===== config.mk =====
export PLATFORM = sky130hd
export DESIGN_NAME = a5_keystream_wb
export DESIGN_NICKNAME = d
export VERILOG_FILES = /design/src/rtl/a5_keystream_wb.sv
export SDC_FILE = /design/constraint.sdc
export NUM_CORES = 1
export LEC_CHECK = 0
export ABC_CLOCK_PERIOD_IN_PS = 14600
export BUFFER_PORTS_ARGS = -buffer_cell sky130_fd_sc_hd__buf_2
export CORE_UTILIZATION = 55
export CTS_CLUSTER_DIAMETER = 150
export CTS_CLUSTER_SIZE = 25
export DETAILED_ROUTE_END_ITERATION = 8
export MAX_ROUTING_LAYER = met4
export PLACE_DENSITY = 0.76
export SYNTH_ARGS = -nofsm -noshare
export SYNTH_HDL_FRONTEND = slang
export SYNTH_SLANG_ARGS = --single-unit

===== constraint.sdc =====
create_clock -name wb_clk_i -period 14.6 [get_ports wb_clk_i]
set_clock_uncertainty 0.05 [all_clocks]
set_input_delay 2.19 -clock wb_clk_i [delete_from_list [all_inputs] [get_ports wb_clk_i]]
set_output_delay 2.19 -clock wb_clk_i [all_outputs]
set_load 0.005 [all_outputs]

===== src/rtl/a5_keystream_wb.sv =====
// A5/1 keystream generator behind a Wishbone classic slave: key/frame load,
// 100-cycle mix, then 32-bit keystream words delivered one read at a time.
module a5_keystream_wb #(
    parameter logic [31:0] BASE_ADDR = 32'h3000_0000
) (
    input  logic        wb_clk_i,
    input  logic        wb_rst_i,
    input  logic        wbs_stb_i,
    input  logic        wbs_cyc_i,
    input  logic        wbs_we_i,
    input  logic [3:0]  wbs_sel_i,
    input  logic [31:0] wbs_adr_i,
    input  logic [31:0] wbs_dat_i,
    output logic        wbs_ack_o,
    output logic [31:0] wbs_dat_o
);

    typedef enum logic [2:0] {
        IDLE, LOAD_KEY, LOAD_FRAME, MIX, GEN, READY
    } state_t;

    state_t      state_q;
    logic [6:0]  cnt_q;
    logic [18:0] r1_q;
    logic [21:0] r2_q;
    logic [22:0] r3_q;
    logic [31:0] key_lo_q, key_hi_q;
    logic [21:0] frame_q;
    logic [63:0] key_snap_q;
    logic [21:0] frame_snap_q;
    logic [31:0] data_q;
    logic        valid_q;
    logic        ack_q;
    logic [31:0] dat_o_q;

    logic        unused_bits;
    assign unused_bits = ^{wbs_sel_i, wbs_adr_i[1:0]};

    // Bus decode
    logic        hit, req, wr, rd, start, data_read, busy;
    logic [2:0]  off;
    logic [31:0] rdata;

    assign hit       = (wbs_adr_i[31:5] == BASE_ADDR[31:5]);
    assign off       = wbs_adr_i[4:2];
    assign req       = wbs_cyc_i & wbs_stb_i & hit & ~ack_q;
    assign wr        = req & wbs_we_i;
    assign rd        = req & ~wbs_we_i;
    assign start     = wr & (off == 3'd3) & wbs_dat_i[0];
    assign data_read = rd & (off == 3'd5) & (state_q == READY);
    assign busy      = (state_q == LOAD_KEY) | (state_q == LOAD_FRAME) |
                       (state_q == MIX) | (state_q == GEN);

    always_comb begin
        rdata = 32'h0;
        case (off)
            3'd0:    rdata = key_lo_q;
            3'd1:    rdata = key_hi_q;
            3'd2:    rdata = {10'b0, frame_q};
            3'd4:    rdata = {30'b0, valid_q, busy};
            3'd5:    rdata = valid_q ? data_q : 32'h0;
            default: rdata = 32'h0;
        endcase
    end

    // LFSR step logic: load states step every register with an injected bit,
    // mix/gen states step only registers whose clock bit agrees with the majority.
    logic        inject, maj, load_phase;
    logic [18:0] r1_step, r1_d;
    logic [21:0] r2_step, r2_d;
    logic [22:0] r3_step, r3_d;
    logic        ks_bit;

    always_comb begin
        inject = 1'b0;
        if (state_q == LOAD_KEY)
            inject = key_snap_q[cnt_q[5:0]];
        else if (state_q == LOAD_FRAME)
            inject = frame_snap_q[cnt_q[4:0]];
    end

    assign load_phase = (state_q == LOAD_KEY) | (state_q == LOAD_FRAME);
    assign maj = (r1_q[8] & r2_q[10]) | (r1_q[8] & r3_q[10]) | (r2_q[10] & r3_q[10]);

    assign r1_step = {r1_q[17:0], r1_q[18] ^ r1_q[17] ^ r1_q[16] ^ r1_q[13] ^ inject};
    assign r2_step = {r2_q[20:0], r2_q[21] ^ r2_q[20] ^ inject};
    assign r3_step = {r3_q[21:0], r3_q[22] ^ r3_q[21] ^ r3_q[20] ^ r3_q[7] ^ inject};

    assign r1_d = (load_phase | (r1_q[8]  == maj)) ? r1_step : r1_q;
    assign r2_d = (load_phase | (r2_q[10] == maj)) ? r2_step : r2_q;
    assign r3_d = (load_phase | (r3_q[10] == maj)) ? r3_step : r3_q;

    assign ks_bit = r1_d[18] ^ r2_d[21] ^ r3_d[22];

    always_ff @(posedge wb_clk_i or posedge wb_rst_i) begin
        if (wb_rst_i) begin
            state_q      <= IDLE;
            cnt_q        <= 7'd0;
            r1_q         <= '0;
            r2_q         <= '0;
            r3_q         <= '0;
            key_lo_q     <= '0;
            key_hi_q     <= '0;
            frame_q      <= '0;
            key_snap_q   <= '0;
            frame_snap_q <= '0;
            data_q       <= '0;
            valid_q      <= 1'b0;
            ack_q        <= 1'b0;
            dat_o_q      <= '0;
        end else begin
            ack_q   <= req;
            dat_o_q <= rd ? rdata : 32'h0;

            if (wr && off == 3'd0) key_lo_q <= wbs_dat_i;
            if (wr && off == 3'd1) key_hi_q <= wbs_dat_i;
            if (wr && off == 3'd2) frame_q  <= wbs_dat_i[21:0];

            // A start always wins, even mid-run or while a word is waiting.
            if (start) begin
                r1_q         <= '0;
                r2_q         <= '0;
                r3_q         <= '0;
                key_snap_q   <= {key_hi_q, key_lo_q};
                frame_snap_q <= frame_q;
                cnt_q        <= 7'd0;
                valid_q      <= 1'b0;
                state_q      <= LOAD_KEY;
            end else begin
                case (state_q)
                    LOAD_KEY: begin
                        r1_q <= r1_d;
                        r2_q <= r2_d;
                        r3_q <= r3_d;
                        if (cnt_q == 7'd63) begin
                            cnt_q   <= 7'd0;
                            state_q <= LOAD_FRAME;
                        end else begin
                            cnt_q <= cnt_q + 7'd1;
                        end
                    end
                    LOAD_FRAME: begin
                        r1_q <= r1_d;
                        r2_q <= r2_d;
                        r3_q <= r3_d;
                        if (cnt_q == 7'd21) begin
                            cnt_q   <= 7'd0;
                            state_q <= MIX;
                        end else begin
                            cnt_q <= cnt_q + 7'd1;
                        end
                    end
                    MIX: begin
                        r1_q <= r1_d;
                        r2_q <= r2_d;
                        r3_q <= r3_d;
                        if (cnt_q == 7'd99) begin
                            cnt_q   <= 7'd0;
                            state_q <= GEN;
                        end else begin
                            cnt_q <= cnt_q + 7'd1;
                        end
                    end
                    GEN: begin
                        r1_q   <= r1_d;
                        r2_q   <= r2_d;
                        r3_q   <= r3_d;
                        data_q <= {data_q[30:0], ks_bit};
                        if (cnt_q == 7'd31) begin
                            cnt_q   <= 7'd0;
                            valid_q <= 1'b1;
                            state_q <= READY;
                        end else begin
                            cnt_q <= cnt_q + 7'd1;
                        end
                    end
                    READY: begin
                        if (data_read) begin
                            valid_q <= 1'b0;
                            cnt_q   <= 7'd0;
                            state_q <= GEN;
                        end
                    end
                    default: ;
                endcase
            end
        end
    end

    assign wbs_ack_o = ack_q;
    assign wbs_dat_o = dat_o_q;

endmodule


* Word level (Yosys, flattened, before mapping)
Index checks and enable logic that the tools add are counted.
Storage, ports and cells: flip-flop bits (word level) 312
Operators by class: add/subtract/negate cells 1, $lt $le $gt $ge 2, equal/unequal tests 23, muxes and demuxes 36, bitwise logic cells 35, reduce and logical (&&, ||, !) cells 18
Operator list (count):
- case mux 32 bit (5 select lines) | 1
- two-way mux 23 bit | 3
- two-way mux 22 bit | 3
- two-way mux 32 bit | 2
- two-way mux 19 bit | 3
- two-way mux 7 bit | 6
- case mux 7 bit (5 select lines) | 1
- equality test 27 x 25 -> 1 bit, second input constant | 1
- two-way mux 3 bit | 6
- case mux 3 bit (5 select lines) | 1
- equality test 7 x 5 -> 1 bit, second input constant | 2
- bitwise AND 1 bit | 12
- equality test 3 x 2 -> 1 bit, second input constant | 4
- equality test 3 bit, second input constant | 4
- != test 3 x 2 -> 1 bit, second input constant | 4
- XOR 1 bit | 12
- AND reduction 2 bit | 5
- OR 1 bit | 8
- nonzero test 2 bit | 4
- adder 7 x 1 -> 7 bit, second input constant | 1
- equality test 7 x 6 -> 1 bit, second input constant | 1
- equality test 7 bit, second input constant | 1
- < comparator 6 x 7 -> 1 bit, second input constant | 1
- two-way mux 1 bit | 7
- 15 further kinds | 22

* Depth between registers and ports, before layout
word-level depth 9, depth in mapped cells 10, depth with buffers taken out 8

* Worst setup path before layout
No wires, ideal clock.
path type input to register, start in wbs_adr_i[8], end reg frame_q[0], data arrival time 3.900 ns, required time 14.425 ns, slack 10.525 ns, stages on the path 7, path buffers 1, cell sequence nor4b_1 -> nand4_1 -> nor2_1 -> nand2_1 -> nor3b_1 -> buf_4 -> mux2_2
On the way: cells in the longest elaborated chain, start to end 5
Ends and longest elaborated chain:
- start, declared | line 12 | input logic [31:0] wbs_adr_i,
- equality test 27 x 25 -> 1 bit | line 44 | assign hit = (wbs_adr_i[31:5] == BASE_ADDR[31:5]);
- bitwise AND 1 bit (2 in a row) | line 46 | assign req = wbs_cyc_i & wbs_stb_i & hit & ~ack_q;
- via req | line 40 | logic hit, req, wr, rd, start, data_read, busy;
- bitwise AND 1 bit | line 47 | assign wr = req & wbs_we_i;
- logical AND 1 bit | line 117 | if (wr && off == 3'd2) frame_q <= wbs_dat_i[21:0];
- end signal, assigned | line 117
- end, declared | line 28 | logic [21:0] frame_q;
The timed path passes the listed nets, and every way through them passes these cells. A chain may end at the register's enable or synchronous reset.

* Worst setup path in the final report
start in wbs_adr_i[30], end reg frame_snap_q[6]
On the way: cells in the longest elaborated chain, start to end 6
Ends and longest elaborated chain:
- equality test 27 x 25 -> 1 bit | line 44
- bitwise AND 1 bit (2 in a row) | line 46
- via req | line 40
- bitwise AND 1 bit | line 47
- bitwise AND 1 bit (2 in a row) | line 49 | assign start = wr & (off == 3'd3) & wbs_dat_i[0];
- end signal, assigned | line 125 | frame_snap_q <= frame_q;
- end, declared | line 30 | logic [21:0] frame_snap_q;
The timed path passes the listed nets, and every way through them passes these cells.

==> run metrics <==
vias in the first global route 8820; ranking of synthesized cells by area dfrtp_1, mux2_2, mux2i_1; CTS tree yes; Synth Net Count 1174; Pleak 7.50 nW; vias per inst 5.82; PwrDens 91.4 nW/um^2; Synth top area share 0.558; post-route ant nets 0; H-tree levels 1; commonest cells after routing, fill and taps aside dfrtp_1, mux2_2, nor2_1, buf_2, mux2i_1; FF+latch count, synth 312; Synth Flop Type dfrtp_1; Die ar. 26100 sq um; syn avg cell area 12.7 sq um; run status finished clean; RSZ-0062 raised after global routing no; Initial Utilization 0.559; Die Y 161 um; Peak VDD IR 0.0859 mV; Crit. End Element flop; Routed Wire Length 28.3 mm; EDFF count, synth 0; Total Power 1.38 mW; Slew HR 0.272; first-pass GRT wire length 46.4 mm; Worst Path Max Fanout 88; Net Sw Frac 0.216; Core Area 25000 sq um; Placed Area 14700 sq um; Clk network pwr share 0.346; max_cap viols 0; synth warn 0; area leader, netlist dfrtp_1; Util after Layout 0.605; Worst setup SP type input port; P_sw 299 uW; ANT cells 0; # IOs 106; setup TNS 0 ns; share of layout cells above drive strength 1 0.316; pin count of the biggest net entering global routing 189; area delta synth->final 8.34%; r2r setup slk 10.72 ns; initial antenna violation count 0; worst path arrival time 5.58 ns; detailed placement HPWL 17.8 mm; sequential share of power 0.624; number of placement rows 58; Hold WC Path Type flop to flop; layout net count 1233; global route total overflow 0; initial DRC count 464; Total Routing Usage GR 0.230; commonest non-fill, non-tap cell in the layout dfrtp_1; clk_lat worst skew 0.50 ns; endpoints failing hold 0; PostCTS Resize Cnt 0; Setup violations, final 0; Cells after Synth 1099; ys async rst share 1.00; Crit Path Class input port to flop; DR WL/cell 19.0 um; routed vias 8656; root buffer cell clkbuf_16; synthesized cell area 14000 sq um; Comb pwr share 0.030; fill cell count 2032; Finished Cell Area 15200 sq um; min Tclk post-route 5.24 ns; PortBufs 99; DRC Markers 0; fin crit share 0.359; CTS Sinks 312; Netlist cell types 64; actual slew at the worst max-slew pin 1.09 ns; routability congestion estimate 0.868; hold slack 0.458 ns; sequential area share after synthesis 0.558; Post-CTS Hold Buffers 0; clk buf depth 3; final max-slew violation count 0; die width 161 um; TritonRoute pass-1 iters 7; Post-CTS Setup Bufs 0; Fmax achieved 191 MHz; CTS Buf Count 16; clock slew at reported path FFs 0.09 ns; Critical Path RT 14.94 ns; internal power 1.08 mW
## metrics by stage
| step | cells | worst slack [ns] |
|---|---|---|
| after floorplan | 1099 | 3.73 |
| after global placement | 1470 | 8.91 |
| after detailed placement | 1470 | 8.83 |
| after CTS | 1488 | 9.36 |
| after global routing | 1488 | 9.16 |
| final | 1488 | 9.36 |
## Yosys cell counts, types with 5 or more instances
master	number
a211oi_1	5
a21oi_1	64
a22oi_1	12
buf_1	7
buf_2	31
clkbuf_1	29
dfrtp_1	312
inv_1	12
mux2_2	211
mux2i_1	85
mux4_1	9
mux4_2	12
nand2_1	11
nand2b_1	10
nand3_1	8
nand4_1	5
nor2_1	162
nor2b_1	10
nor3_1	8
o21ai_0	10
xnor2_1	10
## power groups by stage
stage	combinational, mW	sequential (mW)	clock, mW
after floorplan	0.0217	0.881	0
after global placement	0.0429	0.881	0
after detailed placement	0.0435	0.881	0
after CTS	0.0435	0.863	0.492
after global routing	0.0473	0.864	0.526
final	0.0422	0.863	0.479
## flip-flops by register name, indices dropped and copies added (netlist names), 7 cells and up
signal / flops
wbs_dat_o: 32
data_q: 32
r2_q: 22
r1_q: 19
frame_q: 22
r3_q: 23
cnt_q: 7
key_snap_q: 64
key_lo_q: 32
frame_snap_q: 22
key_hi_q: 32
## final timing paths
kind                                                 start                          end  cells after the start
worst max-delay path                         wbs_adr_i[30]  frame_snap_q[6]$_DFFE_PP0N_                      7
worst min-delay path            key_snap_q[22]$_DFFE_PP0N_   key_snap_q[22]$_DFFE_PP0N_                      1
worst max register to register         wbs_ack_o$_DFF_PP0_  frame_snap_q[6]$_DFFE_PP0N_                      6
worst min register to register  key_snap_q[22]$_DFFE_PP0N_   key_snap_q[22]$_DFFE_PP0N_                      1
max in group asynchronous                         wb_rst_i      key_hi_q[1]$_DFFE_PP0P_                      3
min in group asynchronous                         wb_rst_i      wbs_dat_o[26]$_DFF_PP0_                      2
## layer usage
layer	up-vias	GRT usage	wire, um
met5	-	-	0
met4	0	0.0532	522
met3	40	0.0282	1130
met2	181	0.380	14100
met1	4441	0.305	12600
li1	3994	-	-
## logic make-up after synthesis
kind of cell / synth area share
AOI/OAI and AO/OA: 0.0567
DFF: 0.558
muxes: 0.270
buffers and inverters: 0.0275
xor gates and xnor gates: 0.00877
and+or+nand+nor: 0.0770
adders and majority gates: 0.00179
## worst max-delay path: stages
cell	delay [ns]
buf_2	0.09
nor4bb_1	0.31
nand4_1	0.24
nor2_1	0.43
and3_4	0.95
buf_4	0.85
mux2_2	0.42
## final cells by class
type | instances | area, sq um | area share
Clock inverter | 1 | 16.3 | 0.00107
Multi-Input combinational cell | 702 | 5820 | 0.384
Tap cell | 330 | 413 | 0.0272
Inverter | 13 | 56.3 | 0.00372
Sequential cell | 312 | 7810 | 0.515
Clock buffer | 17 | 425 | 0.0281
Timing Repair Buffer | 113 | 613 | 0.0405
No activity file was read; power rests on OpenSTA's default activity.
